===== config.mk =====
export PLATFORM = sky130hd
export DESIGN_NAME = div_seq
export DESIGN_NICKNAME = d
export VERILOG_FILES = /design/src/rtl/div_seq.sv
export SDC_FILE = /design/constraint.sdc
export NUM_CORES = 1
export LEC_CHECK = 0
export CORE_MARGIN = 1
export CORE_UTILIZATION = 55
export DETAILED_ROUTE_END_ITERATION = 12
export GPL_TIMING_DRIVEN = 0
export PLACE_DENSITY = 0.81
export SETUP_SLACK_MARGIN = 0.1
export SLEW_MARGIN = 20
export SYNTH_ARGS = -nofsm -noshare
export SYNTH_HDL_FRONTEND = slang
export SYNTH_SLANG_ARGS = --single-unit

===== constraint.sdc =====
create_clock -name clk -period 5.4 [get_ports clk]
set_clock_uncertainty 0.1 [all_clocks]
set_input_delay 1.08 -clock clk [delete_from_list [all_inputs] [get_ports clk]]
set_output_delay 1.08 -clock clk [all_outputs]
set_load 0.01 [all_outputs]

===== src/rtl/div_seq.sv =====
// div_seq: multi-cycle restoring divider, one quotient bit per clock.
// A single N-bit subtract/compare datapath walks the dividend MSB-first.
// For a start accepted at edge k, valid is high in the cycle after edge k+N.
// For a zero divisor, valid is high in the cycle after edge k+1.
// Optional build macro: DIV_SEQ_SIGNED_EN selects two's-complement operands.
// In that build, magnitudes are divided and signs are applied on the final edge.
module div_seq #(
    parameter int N = 32
) (
    input  logic         clk,
    input  logic         rst,
    input  logic         start,
    input  logic [N-1:0] dividend,
    input  logic [N-1:0] divisor,
    output logic         busy,
    output logic         valid,
    output logic [N-1:0] quotient,
    output logic [N-1:0] remainder,
    output logic         div_zero
);

    localparam int CW = $clog2(N + 1);

    typedef enum logic [1:0] {
        S_IDLE,
        S_BUSY,
        S_DONE
    } state_t;

    state_t        state_reg;
    logic [CW-1:0] count_reg;
    logic [N-1:0]  rem_reg;
    logic [N-1:0]  q_reg;
    logic [N-1:0]  dvsr_reg;
    logic          zero_reg;
    logic          busy_reg;
    logic          valid_reg;
    logic [N-1:0]  quotient_reg;
    logic [N-1:0]  remainder_reg;
    logic          div_zero_reg;

    // Datapath signals for one restoring step.
    logic [N:0]    t_word;
    logic          t_ge;
    logic [N-1:0]  rem_next;
    logic [N-1:0]  q_next;

    // Operands as seen by the iteration, and final results after any sign fix-up.
    logic [N-1:0]  dvnd_mag;
    logic [N-1:0]  dvsr_mag;
    logic [N-1:0]  quot_fix;
    logic [N-1:0]  rem_fix;

    // One restoring step.
    // The partial remainder shifts left and takes in the next dividend bit.
    // The comparison is N+1 bits wide, so a remainder with its MSB set cannot overflow.
    always_comb begin
        t_word   = {rem_reg, q_reg[N-1]};
        t_ge     = (t_word >= {1'b0, dvsr_reg});
        rem_next = t_ge ? N'(t_word - {1'b0, dvsr_reg}) : t_word[N-1:0];
        q_next   = {q_reg[N-2:0], t_ge};
    end

`ifdef DIV_SEQ_SIGNED_EN
    logic q_neg_reg;
    logic r_neg_reg;

    // Divide magnitudes.
    // The quotient is negated when the operand signs differ.
    // The remainder follows the sign of the dividend.
    always_comb begin
        dvnd_mag = dividend[N-1] ? -dividend : dividend;
        dvsr_mag = divisor[N-1]  ? -divisor  : divisor;
        quot_fix = q_neg_reg ? -q_next   : q_next;
        rem_fix  = r_neg_reg ? -rem_next : rem_next;
    end

    // Capture the result signs alongside the operands on an accepted start.
    always_ff @(posedge clk) begin
        if (rst) begin
            q_neg_reg <= 1'b0;
            r_neg_reg <= 1'b0;
        end else if (start && !busy_reg) begin
            q_neg_reg <= dividend[N-1] ^ divisor[N-1];
            r_neg_reg <= dividend[N-1];
        end
    end
`else
    // Unsigned build: operands and results pass straight through.
    always_comb begin
        dvnd_mag = dividend;
        dvsr_mag = divisor;
        quot_fix = q_next;
        rem_fix  = rem_next;
    end
`endif

    // Control FSM with registered handshake and result outputs.
    // A zero divisor is given a single dummy BUSY cycle with a count of 1.
    // During that cycle q_reg holds the raw dividend, which becomes the remainder.
    always_ff @(posedge clk) begin
        if (rst) begin
            state_reg     <= S_IDLE;
            count_reg     <= '0;
            rem_reg       <= '0;
            q_reg         <= '0;
            dvsr_reg      <= '0;
            zero_reg      <= 1'b0;
            busy_reg      <= 1'b0;
            valid_reg     <= 1'b0;
            quotient_reg  <= '0;
            remainder_reg <= '0;
            div_zero_reg  <= 1'b0;
        end else begin
            valid_reg <= 1'b0;
            case (state_reg)
                S_IDLE, S_DONE: begin
                    if (start) begin
                        state_reg <= S_BUSY;
                        busy_reg  <= 1'b1;
                        rem_reg   <= '0;
                        dvsr_reg  <= dvsr_mag;
                        if (divisor == '0) begin
                            zero_reg  <= 1'b1;
                            count_reg <= CW'(1);
                            q_reg     <= dividend;
                        end else begin
                            zero_reg  <= 1'b0;
                            count_reg <= CW'(N);
                            q_reg     <= dvnd_mag;
                        end
                    end else begin
                        state_reg <= S_IDLE;
                    end
                end
                S_BUSY: begin
                    count_reg <= count_reg - CW'(1);
                    rem_reg   <= rem_next;
                    q_reg     <= q_next;
                    if (count_reg == CW'(1)) begin
                        state_reg    <= S_DONE;
                        busy_reg     <= 1'b0;
                        valid_reg    <= 1'b1;
                        div_zero_reg <= zero_reg;
                        if (zero_reg) begin
                            quotient_reg  <= '1;
                            remainder_reg <= q_reg;
                        end else begin
                            quotient_reg  <= quot_fix;
                            remainder_reg <= rem_fix;
                        end
                    end
                end
                default: begin
                    state_reg <= S_IDLE;
                    busy_reg  <= 1'b0;
                end
            endcase
        end
    end

    assign busy      = busy_reg;
    assign valid     = valid_reg;
    assign quotient  = quotient_reg;
    assign remainder = remainder_reg;
    assign div_zero  = div_zero_reg;

endmodule


---- Word level (Yosys, flattened, before mapping) ----
Index checks and enable logic that the tools add are counted.
Widths: inputs -> output; s select.
word-level totals
  output and inout port bits .............. 67
  bits in registers ....................... 172
operators by class
  equal/unequal tests ..................... 5
  multiplexer cells ....................... 18
  add/sub/neg operators ................... 2
  reductions and logical operators ........ 9
  bitwise logic cells ..................... 1
  magnitude comparators ................... 1
operators by type and width
  kind                 count
  $mux 32              5
  $pmux 32 s2          2
  $ge 33x32->1         1
  $logic_not 32->1     1
  $sub 32x32->32       1
  $mux 6               2
  $pmux 6 s2           1
  $reduce_and 2->1     4
  $eq 6x1->1 const B   1
  $sub 6x1->6 const B  1
  $mux 1               5
  $ne 2x2->1 const B   2
  $pmux 2 s2           1
  $reduce_or 2->1      2
  $eq 2x1->1 const B   1
  $eq 2x2->1 const B   1
  $logic_not 2->1      1
  $mux 2               1
  $pmux 1 s2           1
  $reduce_bool 2->1    1
  $not 1->1            1

---- Longest topological paths before layout ----
Gate-level depths: netlist of the first run.
  depth after elaboration ................. 4
  mapped depth ............................ 13
  mapped depth without buffers ............ 13

---- Least setup slack after synthesis of the first run ----
OpenSTA, ideal clock, no wires.
  kind .................................... register to register
  start ................................... register q_reg[31]
  end ..................................... register rem_reg[24]
  arrival ................................. 2.755 ns
  buffers on the path ..................... 0
  setup time .............................. 0.086 ns
  setup slack ............................. 2.459 ns
  cell stages (with the launch flop) ...... 14
  required time ........................... 5.214 ns
  cells stage by stage .................... dfxtp_1 -> inv_1 -> ha_1 -> inv_1 -> fa_1 -> a21oi_1 -> o211ai_1 -> o211ai_1 -> nand2_1 -> a311oi_1 -> or4b_1 -> nand3_1 -> mux2i_1 -> a211oi_1
on the way
  cells in the longest elaborated chain, start to end .. 3
  elaborated cells on any way between the ends .. 4
  those cells by class .................... add/sub (1); order compare (1); mux (2)
ends and longest elaborated chain
  what                                                   line    RTL
  start, declared                                        33      logic [N-1:0] q_reg;
  start signal, assigned                                 126     q_reg <= dividend;
  start signal, assigned                                 130     q_reg <= dvnd_mag;
  start signal, assigned                                 139     q_reg <= q_next;
  $sub 32x32->32 / $ge 33x32->1 (equally long branches)  60, 59
  $mux 32 *                                              60      rem_next = t_ge ? N'(t_word - {1'b0, dvsr_reg}) : t_word[N-1:0];
  $pmux 32 s2 *                                          116     case (state_reg)
  end signal, assigned                                   138     rem_reg <= rem_next;
  end, declared                                          32      logic [N-1:0] rem_reg;
Mark *: on every way between the ends. The rest lies on a longest branch, timed or not.
A chain may end at the register's enable or synchronous reset.

---- Worst setup path in the final report of the first run ----
  start ................................... register q_reg[31]
  end ..................................... register remainder_reg[24], in the netlist remainder[24]
on the way
  cells in the longest elaborated chain, start to end .. 3
  elaborated cells on any way between the ends .. 4
  those cells by class .................... add/sub (1); order compare (1); mux (2)
ends and longest elaborated chain
  what                                                   line    RTL
  $sub 32x32->32 / $ge 33x32->1 (equally long branches)  60, 59
  $mux 32 *                                              60
  $mux 32 *                                              145     if (zero_reg) begin
  end signal, assigned                                   147     remainder_reg <= q_reg;
  end signal, assigned                                   150     remainder_reg <= rem_fix;
  end, declared                                          39      logic [N-1:0] remainder_reg;
Marked as above.

==> results.ini, run 1 <==
[cts]
clkSlewWorstSetupHoldPaths_ns = 0.07
cts_setup_buffers = 0
cts_root_buf = clkbuf_16
cts_buffers = 17
cts_tree = yes
clock_sinks = 172
post_cts_resized = 0
clock_path_buffers = 2
h-tree-depth = 4
clkLatencyLatePin_ns = 0.43
ctsHoldBuffers = 0

[yosys]
netlist_area_um2 = 8870
synth_fa_ha_area_share_pct = 5.02
synthFlopType = dfxtp_1
synth_top_family_by_area = compound AO/OA/AOI/OAI gates
syn-num-nets = 1249
ys_seq_elements = 172
yosysWarnings = 0
ys_seq_area_share_pct = 38.8
yosys.area_share.simple_pct = 21.5
async_flop_share_pct = 0
syn_inst = 1147
synth_area_per_cell_um2 = 7.74
synth_xor_area_share_pct = 2.57
netlist-cell-type-count = 66
synth_edf_count = 0
synth.area.mux_share_pct = 2.83
synth_compound_area_share_pct = 23.1

[route]
drc = 0
wirelength_um = 29800
drt_iter0_drc = 1065
antenna_left = 0
viasPerCell = 6.05
dr.pass1.iters = 8
wl_per_cell_um = 19.4
vias = 9254

[finish]
nets = 1401
drive_above_1_share_pct = 4.80
fin_area_um2 = 11100
syn2layout_area_growth_pct = 24.9

[placed_design]
dpl_cell_area_um2 = 10500
dp_hpwl_um = 22500
pre_cts_ws_ns = 1.71
routabilityCongestion = 0.969
portBuffers = 133

[global_routing]
antenna_found_initial = 2
grt.overflow.total = 0
grt_pass1_wl_um = 46100
grt_max_degree = 18
grt_use_total_pct = 36.8
grt_pass1_vias = 8560

[sta]
fin_crit_ns = 3.82
finalCritPeriodShare_pct = 70.7
report.final.slew_viol_count = 0
setup_ws_ns = 1.58
relSlewSlack_pct = 32.7
setup_viol = 0
finalHoldViolations = 0
worst_slew_pin_slew_ns = 1.00
max_freq_ghz = 0.262
rsz0062_at_grt = false
finalSetupTns_ns = 0

[critical_path]
cp-start-kind = register
reg2reg_from = q_reg[31]$_SDFFE_PP0P_
critPathMaxFanout = 5
crit_type = register to register
cp-end-kind = register
crit_path_start = q_reg[31]$_SDFFE_PP0P_
required_ns = 5.65
cp_data_arrival_time_ns = 4.06

[floorplan]
start_util_pct = 56.1
dieWidth_um = 129
num_rows = 46
die_h_um = 129
placeableCoreArea_um2 = 15800
io_pins = 134
die_area_um2 = 16600

[power_and_ir_drop]
peakVddDrop_mv = 0.252
powerDensity_nw_per_um2 = 406
total_power_mw = 4.50
leakagePower_nw = 4.15

[min_path]
hp-start = dvsr_reg[29]$_SDFFE_PP0P_
hp-class = register to register

[flow_run]
drv_cap = 0

[status]
status = finished, final reports clean

-- routing by layer --
metal / track usage (%) / share of wire (%)
met1: 49.0 / 42
met2: 55.2 / 44
met3: 10.7 / 11
met4: 16.5 / 3.4
met5: 0 / 0.054
-- kinds of logic after synthesis --
family / Yosys count
flops: 172
mux: 23
buf+inv: 140
compound gates: 320
simple gates: 431
fa+ha+maj: 35
xor+xnor: 26
-- cell usage in the layout (no fill, tap or decap), types with 17 or more instances in the layout --
cell type        Yosys  layout
a21oi_1            142     142
a22oi_1             41      41
clkbuf_1            72      73
clkbuf_16            0      17
clkdlybuf4s50_1      0     133
dfxtp_1            172     172
ha_1                34      34
inv_1               53      53
nand2_1            174     174
nand3_1             24      24
nor2_1              98      98
nor3_1              71      71
o21ai_0             32      32
-- critical path: stages, from the launching register on --
cell and delay (ns):
dfxtp_1 0.34, inv_1 0.08, ha_1 0.22, inv_1 0.07, fa_1 0.41, a21oi_1 0.23, o211ai_1 0.12, o211ai_1 0.16
nand2_1 0.16, a311oi_1 0.86, or4b_1 0.51, nand3_1 0.12, mux2i_1 0.11, a211oi_1 0.24
-- cells in the mapped netlist, types with 8 or more instances --
master    instances  area, µm²
nand2_1         174        653
dfxtp_1         172       3440
a21oi_1         142        711
nor2_1           98        368
clkbuf_1         72        270
nor3_1           71        355
inv_1            53        199
a22oi_1          41        308
ha_1             34        425
o21ai_0          32        160
nand3_1          24        120
mux2_2           16        180
xnor2_1          15        131
a311oi_1         14        123
nand2b_1         14       87.6
o211ai_1         13       97.6
xor2_1           11       96.3
a211oi_1         10       75.1
nor4_1           10       62.6
buf_1             9       33.8
nand4_1           9       56.3
o41ai_1           8       70.1
-- path summary, 6_finish.rpt --
path	end	slack, ns	cells past startpoint
hold reg to reg	dvsr_reg[29]$_SDFFE_PP0P_	0.35	2
setup / recovery	remainder[24]$_SDFFE_PP0P_	1.58	13
hold / removal	dvsr_reg[29]$_SDFFE_PP0P_	0.35	2
setup reg to reg	remainder[24]$_SDFFE_PP0P_	1.58	13
-- stage by stage --
| step | hold WS (ns) | utilization, % | instances |
|---|---|---|---|
| 5_1_grt | 0.371 | 70.0 | 1528 |
| 6_report | 0.352 | 70.0 | 1530 |
| 3_3_place_gp | 0.339 | 66.2 | 1496 |
| 4_1_cts | 0.352 | 70.0 | 1528 |
| 3_5_place_dp | 0.344 | 66.2 | 1496 |
| 2_1_floorplan | 0.336 | - | 1147 |
-- power breakdown --
group | switching [mW] | internal (mW) | total (mW) | leakage [nW]
combinational | 1.09 | 0.678 | 1.77 | 2.46
sequential | 0.0920 | 1.36 | 1.45 | 1.40
clock | 0.575 | 0.703 | 1.28 | 0.295
-- final cells by class --
type / count / area [µm²]
plain buffers: 86 / 340
clock buffers: 18 / 429
diodes: 2 / 5.00
fillers: 1340 / 4740
flip-flops and latches: 172 / 3440
well taps: 216 / 270
inverters: 54 / 203
repair buffers: 133 / 1330
multi-input cells: 835 / 4890
clock inverters: 14 / 175
No activity file was read; power rests on OpenSTA's default activity.
==> inputs of run 2 (changes only) <==
CORE_UTILIZATION = 49   (was 55)
PLACE_DENSITY = 0.76   (was 0.81)
clock period = 3.34 ns   (was 5.4 ns; I/O delays follow)
==> run 2 against run 1 <==
  * Total power grew 80%
  * Non-clock buffer count up 22
  * Final cell count increased by 1.8%
  * Register-to-register slack got worse by 1.5 ns
  * Flip-flop and latch count did not move
  * Cell area grew 6.3%
  * Wire length rose by 6.7%
  * Maximum frequency is 16% higher
  * Critical endpoint is now remainder[19]$_SDFFE_PP0P_
  * Highest routed layer is now met4
==> results.ini, run 2 (same netlist as run 1, synthesis figures left out) <==
[critical_path]
path_cells = inv_4 -> ha_4 -> nor2b_4 -> o2111ai_4 -> a211o_4 -> o211ai_4 -> a31oi_4 -> o21ai_4 -> buf_6 -> buf_12 -> mux2_4 -> o211ai_1 -> a21oi_1  ; was inv_1 -> ha_1 -> inv_1 -> fa_1 -> a21oi_1 -> o211ai_1 -> o211ai_1 -> nand2_1 -> a311oi_1 -> or4b_1 -> nand3_1 -> mux2i_1 -> a211oi_1
cp-end-kind = register  ; unchanged
cp-start-kind = register  ; unchanged
critPathMaxFanout = 5  ; unchanged
crit_slowest_cell = a211o_4  ; was a311oi_1
crit_path_start = dvsr_reg[1]$_SDFFE_PP0P_  ; was q_reg[31]$_SDFFE_PP0P_
reg2reg_depth = 13  ; unchanged
max_stage_delay_ns = 0.38  ; was 0.86 ns
required_ns = 3.54  ; was 5.65 ns
crit_type = register to register  ; unchanged
reg2reg_from = dvsr_reg[1]$_SDFFE_PP0P_  ; was q_reg[31]$_SDFFE_PP0P_
cp_data_arrival_time_ns = 3.49  ; was 4.06 ns

[min_path]
hp-start = remainder[13]$_SDFFE_PP0P_  ; was dvsr_reg[29]$_SDFFE_PP0P_
hp-class = register to register  ; unchanged
min_delay_path_depth = 2  ; unchanged

[route]
drc = 0  ; unchanged
vias = 9511  ; was 9,254
viasPerCell = 6.10  ; was 6.05
antenna_left = 0  ; unchanged
wirelength_um = 31700  ; was 29,800 µm
wl_per_cell_um = 20.4  ; was 19.4 µm
drt_iter0_drc = 1230  ; was 1,065
dr.pass1.iters = 8  ; unchanged

[global_routing]
top_usage_layer = met2  ; unchanged
grt_use_met2_pct = 50.2  ; was 55.2%
antenna_found_initial = 0  ; was 2
grt_use_total_pct = 33.9  ; was 36.8%
met1_usage_pct = 47.6  ; was 49.0%
grt_max_degree = 19  ; was 18
grt_pass1_wl_um = 47400  ; was 46,100 µm
use_met3_pct = 7.37  ; was 10.7%
grt.overflow.total = 0  ; unchanged
grt_pass1_vias = 8544  ; was 8,560

[sta]
max_freq_ghz = 0.305  ; was 0.262 GHz
finalHoldViolations = 0  ; unchanged
report.final.slew_viol_count = 0  ; unchanged
setup_viol = 0  ; unchanged
fin_crit_ns = 3.28  ; was 3.82 ns
worst_slew_pin_slew_ns = 0.892  ; was 1.00 ns
relSlewSlack_pct = 40.0  ; was 32.7%
rsz0062_at_grt = true  ; was false
holdWs_ns = 0.353  ; was 0.352 ns
finalCritPeriodShare_pct = 98.3  ; was 70.7%

[placed_design]
dp_hpwl_um = 23000  ; was 22,500 µm
routabilityCongestion = 0.958  ; was 0.969
dp.cells = 1505  ; was 1,496
portBuffers = 133  ; unchanged

[cts]
clkSlewWorstSetupHoldPaths_ns = 0.08  ; was 0.07 ns
cts_buffers = 17  ; unchanged
clock_sinks = 172  ; unchanged
clock_path_buffers = 2  ; unchanged
cts_tree = yes  ; unchanged
cts_root_buf = clkbuf_16  ; unchanged
clkLatencyLatePin_ns = 0.44  ; was 0.43 ns
h-tree-depth = 4  ; unchanged

[floorplan]
dieWidth_um = 137  ; was 129 µm
die_h_um = 137  ; was 129 µm
io_pins = 134  ; unchanged
start_util_pct = 50.8  ; was 56.1%
placeableCoreArea_um2 = 17500  ; was 15,800 µm²
num_rows = 48  ; was 46
die_area_um2 = 18700  ; was 16,600 µm²

[finish]
layout_commonest_cell = nand2_1  ; unchanged
diodes = 0  ; was 2
drive_above_1_share_pct = 11.5  ; was 4.80%
fin_cells = 1558  ; was 1,530
syn2layout_area_growth_pct = 32.7  ; was 24.9%
layout_common_cells = 173 x nand2_1, 168 x dfxtp_1, 138 x a21oi_1  ; was 174 x nand2_1, 172 x dfxtp_1, 142 x a21oi_1
fin_util_pct = 67.4  ; was 70.0%
nets = 1423  ; was 1,401

[status]
status = finished, final reports clean  ; unchanged

[power_and_ir_drop]
p_clk_share_pct = 24.4  ; was 28.4%
power.internal_mw = 4.82  ; was 2.74 mW
powerDensity_nw_per_um2 = 686  ; was 406 nW/µm²
power_frac_seq_pct = 29.1  ; was 32.3%
leakagePower_nw = 4.43  ; was 4.15 nW
comb_power_share_pct = 46.5  ; was 39.3%
peakVddDrop_mv = 0.464  ; was 0.252 mV
netSwitchingPower_mw = 3.26  ; was 1.76 mW
p_sw_share_pct = 40.3  ; was 39.1%

[flow_run]
drv_cap = 0  ; unchanged

==> run 2: changes by cell type in the layout (fill, tap and decap cells not counted), moves of 5 or more <==
cell      change
buf_4        +17
mux2_4       +15
mux2_2       -14
clkbuf_1     -11
ha_1          -6
a211oi_1      -5
o41ai_1       -5
o41ai_2       +5
==> run 2: worst paths after layout <==
check / slack, ns / end
worst min-delay path: 0.35 / remainder[13]$_SDFFE_PP0P_
worst max register to register: 0.06 / remainder[19]$_SDFFE_PP0P_
worst max-delay path: 0.06 / remainder[19]$_SDFFE_PP0P_
worst min register to register: 0.35 / remainder[13]$_SDFFE_PP0P_
==> run 2: final cells by class <==
type                    count  area, µm²
well taps                 225        282
fillers                  1414       5700
clock inverters            14        148
plain buffers              84        370
inverters                  54        205
repair buffers            157       1570
multi-input cells         835       5330
clock buffers              17        425
flip-flops and latches    172       3450
==> run 2: critical path: cells and delay by family, from the launching register on <==
| kind | cells | cell delay (ns) |
|---|---|---|
| AOI/OAI and AO/OA | 7 | 1.55 |
| muxes | 1 | 0.33 |
| DFF | 1 | 0.37 |
| adders and majority gates | 1 | 0.26 |
| and+or+nand+nor | 1 | 0.17 |
| buffers and inverters | 3 | 0.36 |
==> run 2: what timing repair did <==
item,4_1_cts,5_1_grt
endpoints found under the setup margin,57,61
pin swaps,16,30
gates cloned,0,1
buffers inserted,17,6
resized for setup,48,78
hold buffers,0,0
hold endpoints to repair,0,0
==> run 2: stage by stage <==
step | worst slack, ns | instance area, µm² | total power, mW | setup TNS [ns]
floorplan | 0.399 | 8870 | 4.26 | 0
global placement | -0.351 | 10500 | 5.10 | -6.24
detailed placement | -0.346 | 10500 | 5.13 | -5.84
CTS | 0.0623 | 11400 | 7.53 | 0
global route | 0.0230 | 11800 | 8.37 | 0
finish | 0.0568 | 11800 | 8.08 | 0
==> run 2: power groups by stage <==
stage          sequential [mW]  clock [mW]  combinational, mW
3_3_place_gp              2.38           0               2.73
3_5_place_dp              2.38           0               2.75
6_report                  2.35        1.97               3.75
2_1_floorplan             2.34           0               1.93
5_1_grt                   2.36        2.05               3.96
4_1_cts                   2.34        1.95               3.24
==> run 2: layer usage <==
layer / wire length [µm] / part of all wire (%)
met5: 0 / 0
met4: 993 / 3.1
met3: 3660 / 12
met2: 13800 / 44
met1: 13300 / 42
